--- config.mk ---
export PLATFORM = sky130hd
export DESIGN_NAME = conv_frame_ctrl
export DESIGN_NICKNAME = d
export VERILOG_FILES = /design/src/rtl/conv_frame_ctrl_pkg.sv /design/src/rtl/conv_bit_buffer.sv /design/src/rtl/conv_frame_ctrl.sv
export SDC_FILE = /design/constraint.sdc
export NUM_CORES = 1
export LEC_CHECK = 0
export ABC_CLOCK_PERIOD_IN_PS = 6900
export BUFFER_PORTS_ARGS = -buffer_cell sky130_fd_sc_hd__buf_2
export CAP_MARGIN = 5
export CORE_ASPECT_RATIO = 1.2
export CORE_MARGIN = 1
export CORE_UTILIZATION = 35
export DETAILED_ROUTE_END_ITERATION = 10
export GPL_TIMING_DRIVEN = 0
export PLACE_DENSITY_LB_ADDON = 0.05
export SLEW_MARGIN = 10
export SYNTH_ARGS = -nofsm -noshare
export SYNTH_HDL_FRONTEND = slang
export SYNTH_SLANG_ARGS = --single-unit
export TNS_END_PERCENT = 1
--- constraint.sdc ---
create_clock -name clk -period 6.9 [get_ports clk]
set_input_delay 1.725 -clock clk [delete_from_list [all_inputs] [get_ports clk]]
set_output_delay 1.725 -clock clk [all_outputs]
set_load 0.01 [all_outputs]
--- src/rtl/conv_frame_ctrl_pkg.sv ---
// Shared definitions for the convolutional-encoder frame controller:
// default code parameters, generator constants and FSM state encodings.
package conv_frame_ctrl_pkg;

   localparam int K_DEF       = 4;
   localparam int M_DEF       = K_DEF - 1;
   localparam int LEN_W_DEF   = 16;
   localparam int MAX_LEN_DEF = 256;

   // Generator polynomials for K=4 (octal 17 and 15), shared with encoder/decoder
   localparam logic [K_DEF-1:0] G0_DEF = 4'b1111;
   localparam logic [K_DEF-1:0] G1_DEF = 4'b1101;

   typedef enum logic [2:0] {
      ST_IDLE   = 3'd0,
      ST_SEND   = 3'd1,
      ST_TAIL   = 3'd2,
      ST_FILL   = 3'd3,
      ST_SEED   = 3'd4,
      ST_REPLAY = 3'd5
   } state_t;

   // A start is refused when the frame is empty, or when a tail-biting frame
   // is too short to supply a full seed or too long for the replay buffer.
   function automatic logic cfg_reject(input logic [31:0] len,
                                       input logic        tail_biting,
                                       input logic [31:0] m,
                                       input logic [31:0] max_len);
      return (len == 32'd0) ||
             (tail_biting && ((len < m) || (len > max_len)));
   endfunction

endpackage

--- src/rtl/conv_bit_buffer.sv ---
// Single-bit frame store for tail-biting replay: synchronous write,
// combinational read, no reset (contents are don't-care after reset).
module conv_bit_buffer
   import conv_frame_ctrl_pkg::*;
#(
   parameter int DEPTH = MAX_LEN_DEF,
   parameter int IDX_W = (DEPTH > 1) ? $clog2(DEPTH) : 1
)(
   input  logic             clk,
   input  logic             i_we,
   input  logic [IDX_W-1:0] i_wr_idx,
   input  logic             i_wr_bit,
   input  logic [IDX_W-1:0] i_rd_idx,
   output logic             o_rd_bit
);

   logic r_mem [DEPTH];

   // write one info bit per accepted transfer
   always_ff @(posedge clk) begin
      if (i_we) r_mem[i_wr_idx] <= i_wr_bit;
   end

   assign o_rd_bit = r_mem[i_rd_idx];

endmodule

--- src/rtl/conv_frame_ctrl.sv ---
// Frame controller in front of the rate-1/2 convolutional encoder.
// Terminated frames pass through and get M zero tail bits; tail-biting
// frames are buffered, the encoder is seeded with the last M bits, and the
// frame is replayed without a tail.
//
//  state     | meaning
//  ----------+-----------------------------------------------------------
//  ST_IDLE   | waiting for start; validates config, raises cfg_err
//  ST_SEND   | terminated: zero-latency pass-through of info bits
//  ST_TAIL   | terminated: M zero tail beats
//  ST_FILL   | tail-biting: store info bits, track last M in seed register
//  ST_SEED   | tail-biting: one-cycle seed load into the encoder
//  ST_REPLAY | tail-biting: replay buffered bits to the encoder
module conv_frame_ctrl
   import conv_frame_ctrl_pkg::*;
#(
   parameter int K       = K_DEF,
   parameter int M       = K - 1,
   parameter int LEN_W   = LEN_W_DEF,
   parameter int MAX_LEN = MAX_LEN_DEF
)(
   input  logic             clk,
   input  logic             rst,
   input  logic             i_start,
   input  logic [LEN_W-1:0] i_frame_len,
   input  logic             i_tail_biting,
   input  logic             i_s_valid,
   output logic             o_s_ready,
   input  logic             i_s_bit,
   input  logic             i_enc_ready,
   output logic             o_enc_in_valid,
   output logic             o_enc_in_bit,
   output logic             o_enc_seed_load,
   output logic [M-1:0]     o_enc_seed_value,
   output logic             o_enc_sof,
   output logic             o_enc_eof,
   output logic             o_busy,
   output logic             o_frame_done,
   output logic             o_cfg_err
);

   localparam int               IDX_W       = (MAX_LEN > 1) ? $clog2(MAX_LEN) : 1;
   localparam logic [LEN_W-1:0] C_TAIL_LAST = LEN_W'(M - 1);

   state_t           r_state;
   logic [LEN_W-1:0] r_len;
   logic [LEN_W-1:0] r_cnt;
   logic [M-1:0]     r_sh;
   logic             r_frame_done;
   logic             r_cfg_err;

   logic             w_xfer;
   logic             w_cnt_last;
   logic             w_cfg_bad;
   logic             w_first;
   logic             w_last;
   logic             w_rd_bit;
   logic             w_buf_we;

   assign w_xfer     = i_s_valid & o_s_ready;
   assign w_cnt_last = (r_cnt == (r_len - LEN_W'(1)));
   assign w_cfg_bad  = cfg_reject(32'(i_frame_len), i_tail_biting, 32'(M), 32'(MAX_LEN));
   assign w_buf_we   = (r_state == ST_FILL) & w_xfer;

   conv_bit_buffer #(
      .DEPTH (MAX_LEN),
      .IDX_W (IDX_W)
   ) u_buf (
      .clk      (clk),
      .i_we     (w_buf_we),
      .i_wr_idx (r_cnt[IDX_W-1:0]),
      .i_wr_bit (i_s_bit),
      .i_rd_idx (r_cnt[IDX_W-1:0]),
      .o_rd_bit (w_rd_bit)
   );

   // per-state handshake and encoder drive; pass-through must stay zero-latency
   always_comb begin
      o_s_ready       = 1'b0;
      o_enc_in_valid  = 1'b0;
      o_enc_in_bit    = 1'b0;
      o_enc_seed_load = 1'b0;
      w_first         = 1'b0;
      w_last          = 1'b0;
      case (r_state)
         ST_SEND: begin
            o_s_ready      = i_enc_ready;
            o_enc_in_valid = i_s_valid & i_enc_ready;
            o_enc_in_bit   = i_s_bit;
            w_first        = (r_cnt == '0);
         end
         ST_TAIL: begin
            o_enc_in_valid = i_enc_ready;
            w_last         = (r_cnt == C_TAIL_LAST);
         end
         ST_FILL: begin
            o_s_ready = 1'b1;
         end
         ST_SEED: begin
            o_enc_seed_load = 1'b1;
         end
         ST_REPLAY: begin
            o_enc_in_valid = i_enc_ready;
            o_enc_in_bit   = w_rd_bit;
            w_first        = (r_cnt == '0);
            w_last         = w_cnt_last;
         end
         default: ;
      endcase
   end

   assign o_enc_sof        = o_enc_in_valid & w_first;
   assign o_enc_eof        = o_enc_in_valid & w_last;
   assign o_enc_seed_value = r_sh;
   assign o_busy           = (r_state != ST_IDLE);
   assign o_frame_done     = r_frame_done;
   assign o_cfg_err        = r_cfg_err;

   // frame sequencing, beat counter and seed shift register; stalls hold everything
   always_ff @(posedge clk) begin
      if (rst) begin
         r_state      <= ST_IDLE;
         r_len        <= '0;
         r_cnt        <= '0;
         r_sh         <= '0;
         r_frame_done <= 1'b0;
         r_cfg_err    <= 1'b0;
      end else begin
         r_frame_done <= 1'b0;
         r_cfg_err    <= 1'b0;
         case (r_state)
            ST_IDLE: begin
               if (i_start) begin
                  if (w_cfg_bad) begin
                     r_cfg_err <= 1'b1;
                  end else begin
                     r_len   <= i_frame_len;
                     r_cnt   <= '0;
                     r_state <= i_tail_biting ? ST_FILL : ST_SEND;
                  end
               end
            end
            ST_SEND: begin
               if (o_enc_in_valid) begin
                  if (w_cnt_last) begin
                     r_cnt   <= '0;
                     r_state <= ST_TAIL;
                  end else begin
                     r_cnt <= r_cnt + LEN_W'(1);
                  end
               end
            end
            ST_TAIL: begin
               if (o_enc_in_valid) begin
                  if (r_cnt == C_TAIL_LAST) begin
                     r_cnt        <= '0;
                     r_frame_done <= 1'b1;
                     r_state      <= ST_IDLE;
                  end else begin
                     r_cnt <= r_cnt + LEN_W'(1);
                  end
               end
            end
            ST_FILL: begin
               if (w_xfer) begin
                  // newest bit enters at the top so sh[M-1] ends as the last info bit
                  r_sh <= M'({i_s_bit, r_sh} >> 1);
                  if (w_cnt_last) begin
                     r_cnt   <= '0;
                     r_state <= ST_SEED;
                  end else begin
                     r_cnt <= r_cnt + LEN_W'(1);
                  end
               end
            end
            ST_SEED: begin
               r_cnt   <= '0;
               r_state <= ST_REPLAY;
            end
            ST_REPLAY: begin
               if (o_enc_in_valid) begin
                  if (w_cnt_last) begin
                     r_cnt        <= '0;
                     r_frame_done <= 1'b1;
                     r_state      <= ST_IDLE;
                  end else begin
                     r_cnt <= r_cnt + LEN_W'(1);
                  end
               end
            end
            default: r_state <= ST_IDLE;
         endcase
      end
   end

endmodule

==> run_results.csv <==
group,metric,value,unit
status,status,"finished clean",
pwr,peakVddDrop,163,µV
global_routing,track_usage,20.8,%
hold_path,hp-start,"o_enc_seed_value[0]",
clocking,clk_pin_slew,60,ps
job,maxCapViolCount,0,
routing,wl_met2,20700,µm
yosys,yosysSeqAreaShare,62.0,%
worst_setup_path,crit_fanout,10,
sta,maxSlewHeadroom,22.0,%
routing,wl_met3,1460,µm
worst_setup_path,required,5180,ps
global_routing,grt_antenna_before_repair,0,
routing,drt_iter0_drc,706,
routing,wl_per_cell,23.7,µm
worst_setup_path,r2r_slack,3300,ps
yosys,ys_ff_latch,304,
hold_path,hold_path_depth,2,
worst_setup_path,r2r_cells,10,
clocking,clkLatencyLatePin,530,ps
sta,rsz0062_at_grt,"false",
worst_setup_path,r2r-end,"r_cnt[2]",
clocking,cts_root_buf,"clkbuf_16",
die,start_util,35.7,%
yosys,synth_top_cell_area_share,55.1,%
yosys,synth_area_leaders,"edfxtp_1 55%, mux4_2 10%, nor2_1 8.0%, dfxtp_1 6.9%, mux2i_1 2.7%",
clocking,cts_tree,"built",
placement,io_buffers,33,
yosys,synth_edf_count,256,
yosys,yosysWarnings,0,
worst_setup_path,cp_data_arrival_time,4320,ps
worst_setup_path,startpoint_type,"flip-flop",
sta,drv_slew,0,
layout,layout-drive-gt1-share,14.6,%
placement,place_congestion,0.811,
routing,vias,9145,
die,die_area,0.0407,mm²
worst_setup_path,end_kind,"output pin",
worst_setup_path,rr_startpoint,"r_len[0]",
sta,finClkSkew,20.2,ps
yosys,async_flop_share,0,%
layout,antennaDiodeCount,0,
global_routing,grt_pass1_wl,60400,µm
yosys,synth_cells,1108,
layout,fin_area,0.0160,mm²
routing,top_layer,"met4",
hold_path,hold_path_end,"o_enc_seed_value[0]",
clocking,post_cts_buffers,0,
placement,post-dp-hpwl,27600,µm
die,core.rowCount,79,
yosys,synth_top_cell_by_area,"edfxtp_1",
sta,worst_pin_slew,1170,ps
clocking,htree_levels,2,
global_routing,grt_pass1_vias,9333,
routing,wl_met1,17800,µm
layout,fin_nets,1207,
routing,drc,0,
yosys,yosysMostFrequentCell,"nor2_1",
routing,firstDrtPassIters,5,
yosys,synth_area_per_cell,12.6,µm²
yosys,netlist_area,0.0140,mm²
global_routing,grt_max_degree,132,
yosys,synthTopCellsByCount,"298 x nor2_1, 256 x edfxtp_1, 67 x clkbuf_1, 64 x mux4_2, 53 x nand2_1",
placement,dpl_cell_area,0.0148,mm²
sta,setup_tns,0,ps
yosys,synth_flop_cell,"edfxtp_1",
layout,syn_to_final_growth,14.6,%
die,fp.dieH,221,µm
die,io_pins,35,
clocking,clock_sinks,304,
routing,wirelength,40900,µm
sta,final_hold_viol_count,0,
die,core,0.0390,mm²
sta,period_share,87.6,%
yosys,synth_cell_types,68,
routing,viasPerCell,5.29,
clocking,cts_max_path_buffers,3,
worst_setup_path,worst-setup-path-type,"flip-flop to output pin",
hold_path,hold_path_class,"flip-flop to flip-flop",
pwr,leakage,0.00480,µW
yosys,synth_nets,1136,
sta,final-setup-viol-count,0,
global_routing,grt-ovfl-total,0,
die,die_w,184,µm
clocking,numCtsBuffers,35,
sta,fmax,165,MHz
sta,layout_min_cycle_time,6050,ps
clocking,postCtsHoldBufs,0,
pwr,power_density,264,mW/mm²
routing,antenna_left,0,
clocking,cts_resized,0,
==> how the worst max path moves through the flow <==
stage                   start           end  slack [ps]  cells past startpoint
floorplan           flip-flop  o_enc_in_bit        2530                      9
global placement      i_s_bit  o_enc_in_bit        -520                      4
detailed placement  flip-flop  o_enc_in_bit        1220                     10
CTS                 flip-flop  o_enc_in_bit         640                     10
global route        flip-flop  o_enc_in_bit         530                     10
finish              flip-flop  o_enc_in_bit         850                     10
==> worst max-delay path, stage by stage (launching register included) <==
cell and delay, ps:
dfxtp_1 300, clkbuf_1 280, buf_2 450, buf_2 480, buf_2 530, mux4_2 580, mux2i_1 370, o21ai_0 190
a32oi_1 290, a21oi_1 150, buf_2 160
==> state kept, by name (all words and copies together) (netlist names), named ones only <==
register and cells:
u_buf.r_mem 256, r_cnt 16, r_len 16, o_enc_seed_value 3, r_state 3, o_cfg_err 1
o_frame_done 1
==> cell families after synthesis <==
kind of cell,synth area share (%)
fa+ha+maj,0.448
mux,13.2
simple gates,15.1
buf+inv,2.87
compound gates,4.73
xor+xnor,1.69
flops,62.0
==> per-layer routing <==
| layer | global-route usage [%] | up-vias |
|---|---|---|
| met4 | 5.69 | 0 |
| met5 | 0 | - |
| met3 | 2.90 | 48 |
| met2 | 37.0 | 211 |
| li1 | - | 4233 |
| met1 | 26.4 | 4653 |
==> stage by stage <==
step | setup slack (ps) | utilization (%) | hold WS (ps) | instances | total power [µW]
after floorplan | 2530 | - | 477 | 1108 | 2250
after global placement | -522 | 37.9 | 481 | 1667 | 2360
after detailed placement | 1220 | 38.0 | 497 | 1668 | 2360
after CTS | 644 | 41.0 | 510 | 1730 | 4270
after global routing | 534 | 41.0 | 555 | 1730 | 4360
final | 854 | 41.0 | 500 | 1730 | 4230
==> area by class of cell <==
cell class / instances / area (µm²)
buffer: 84 / 348
clock buffer: 45 / 997
clock inverter: 17 / 179
fill: 3771 / 23000
inverter: 14 / 52.6
multi-input combinational: 706 / 4910
sequential: 304 / 8650
tap: 526 / 658
timing repair buffer: 34 / 203
==> cells in the final DEF, fill, tap and decap left out, drive strengths merged, types with 3 or more instances in the layout <==
cell type  Yosys  layout
and3          10      10
nor4          16      16
nand3         19      19
edfxtp       256     256
a21oi         22      22
xnor2         12      12
nand4          7       7
ha             5       5
buf           17      51
a31oi          8       8
o22ai          7       7
o21ai         12      12
dfxtp         48      48
a211oi        13      13
clkinv         0      12
clkbuf        67     112
nor3b          4       4
o211ai         6       6
xor2          14      14
nand2b         4       4
nor2         300     300
nor3          26      26
or4            6       6
mux2i         38      38
inv           14      14
nor4b          3       3
nand3b         3       3
and2           6       6
o2111ai        5       5
mux4          64      64
nand2         53      53
bufinv         0       4
nor2b         10      10
==> power breakdown <==
part | switching, µW | leakage, µW | internal [µW]
Combinational | 184 | 0.00154 | 121
Sequential | 10.5 | 0.00269 | 2000
Clock | 746 | 0.000576 | 1170
Total | 941 | 0.00480 | 3280
Note: power is estimated with default switching activity, not from simulation.
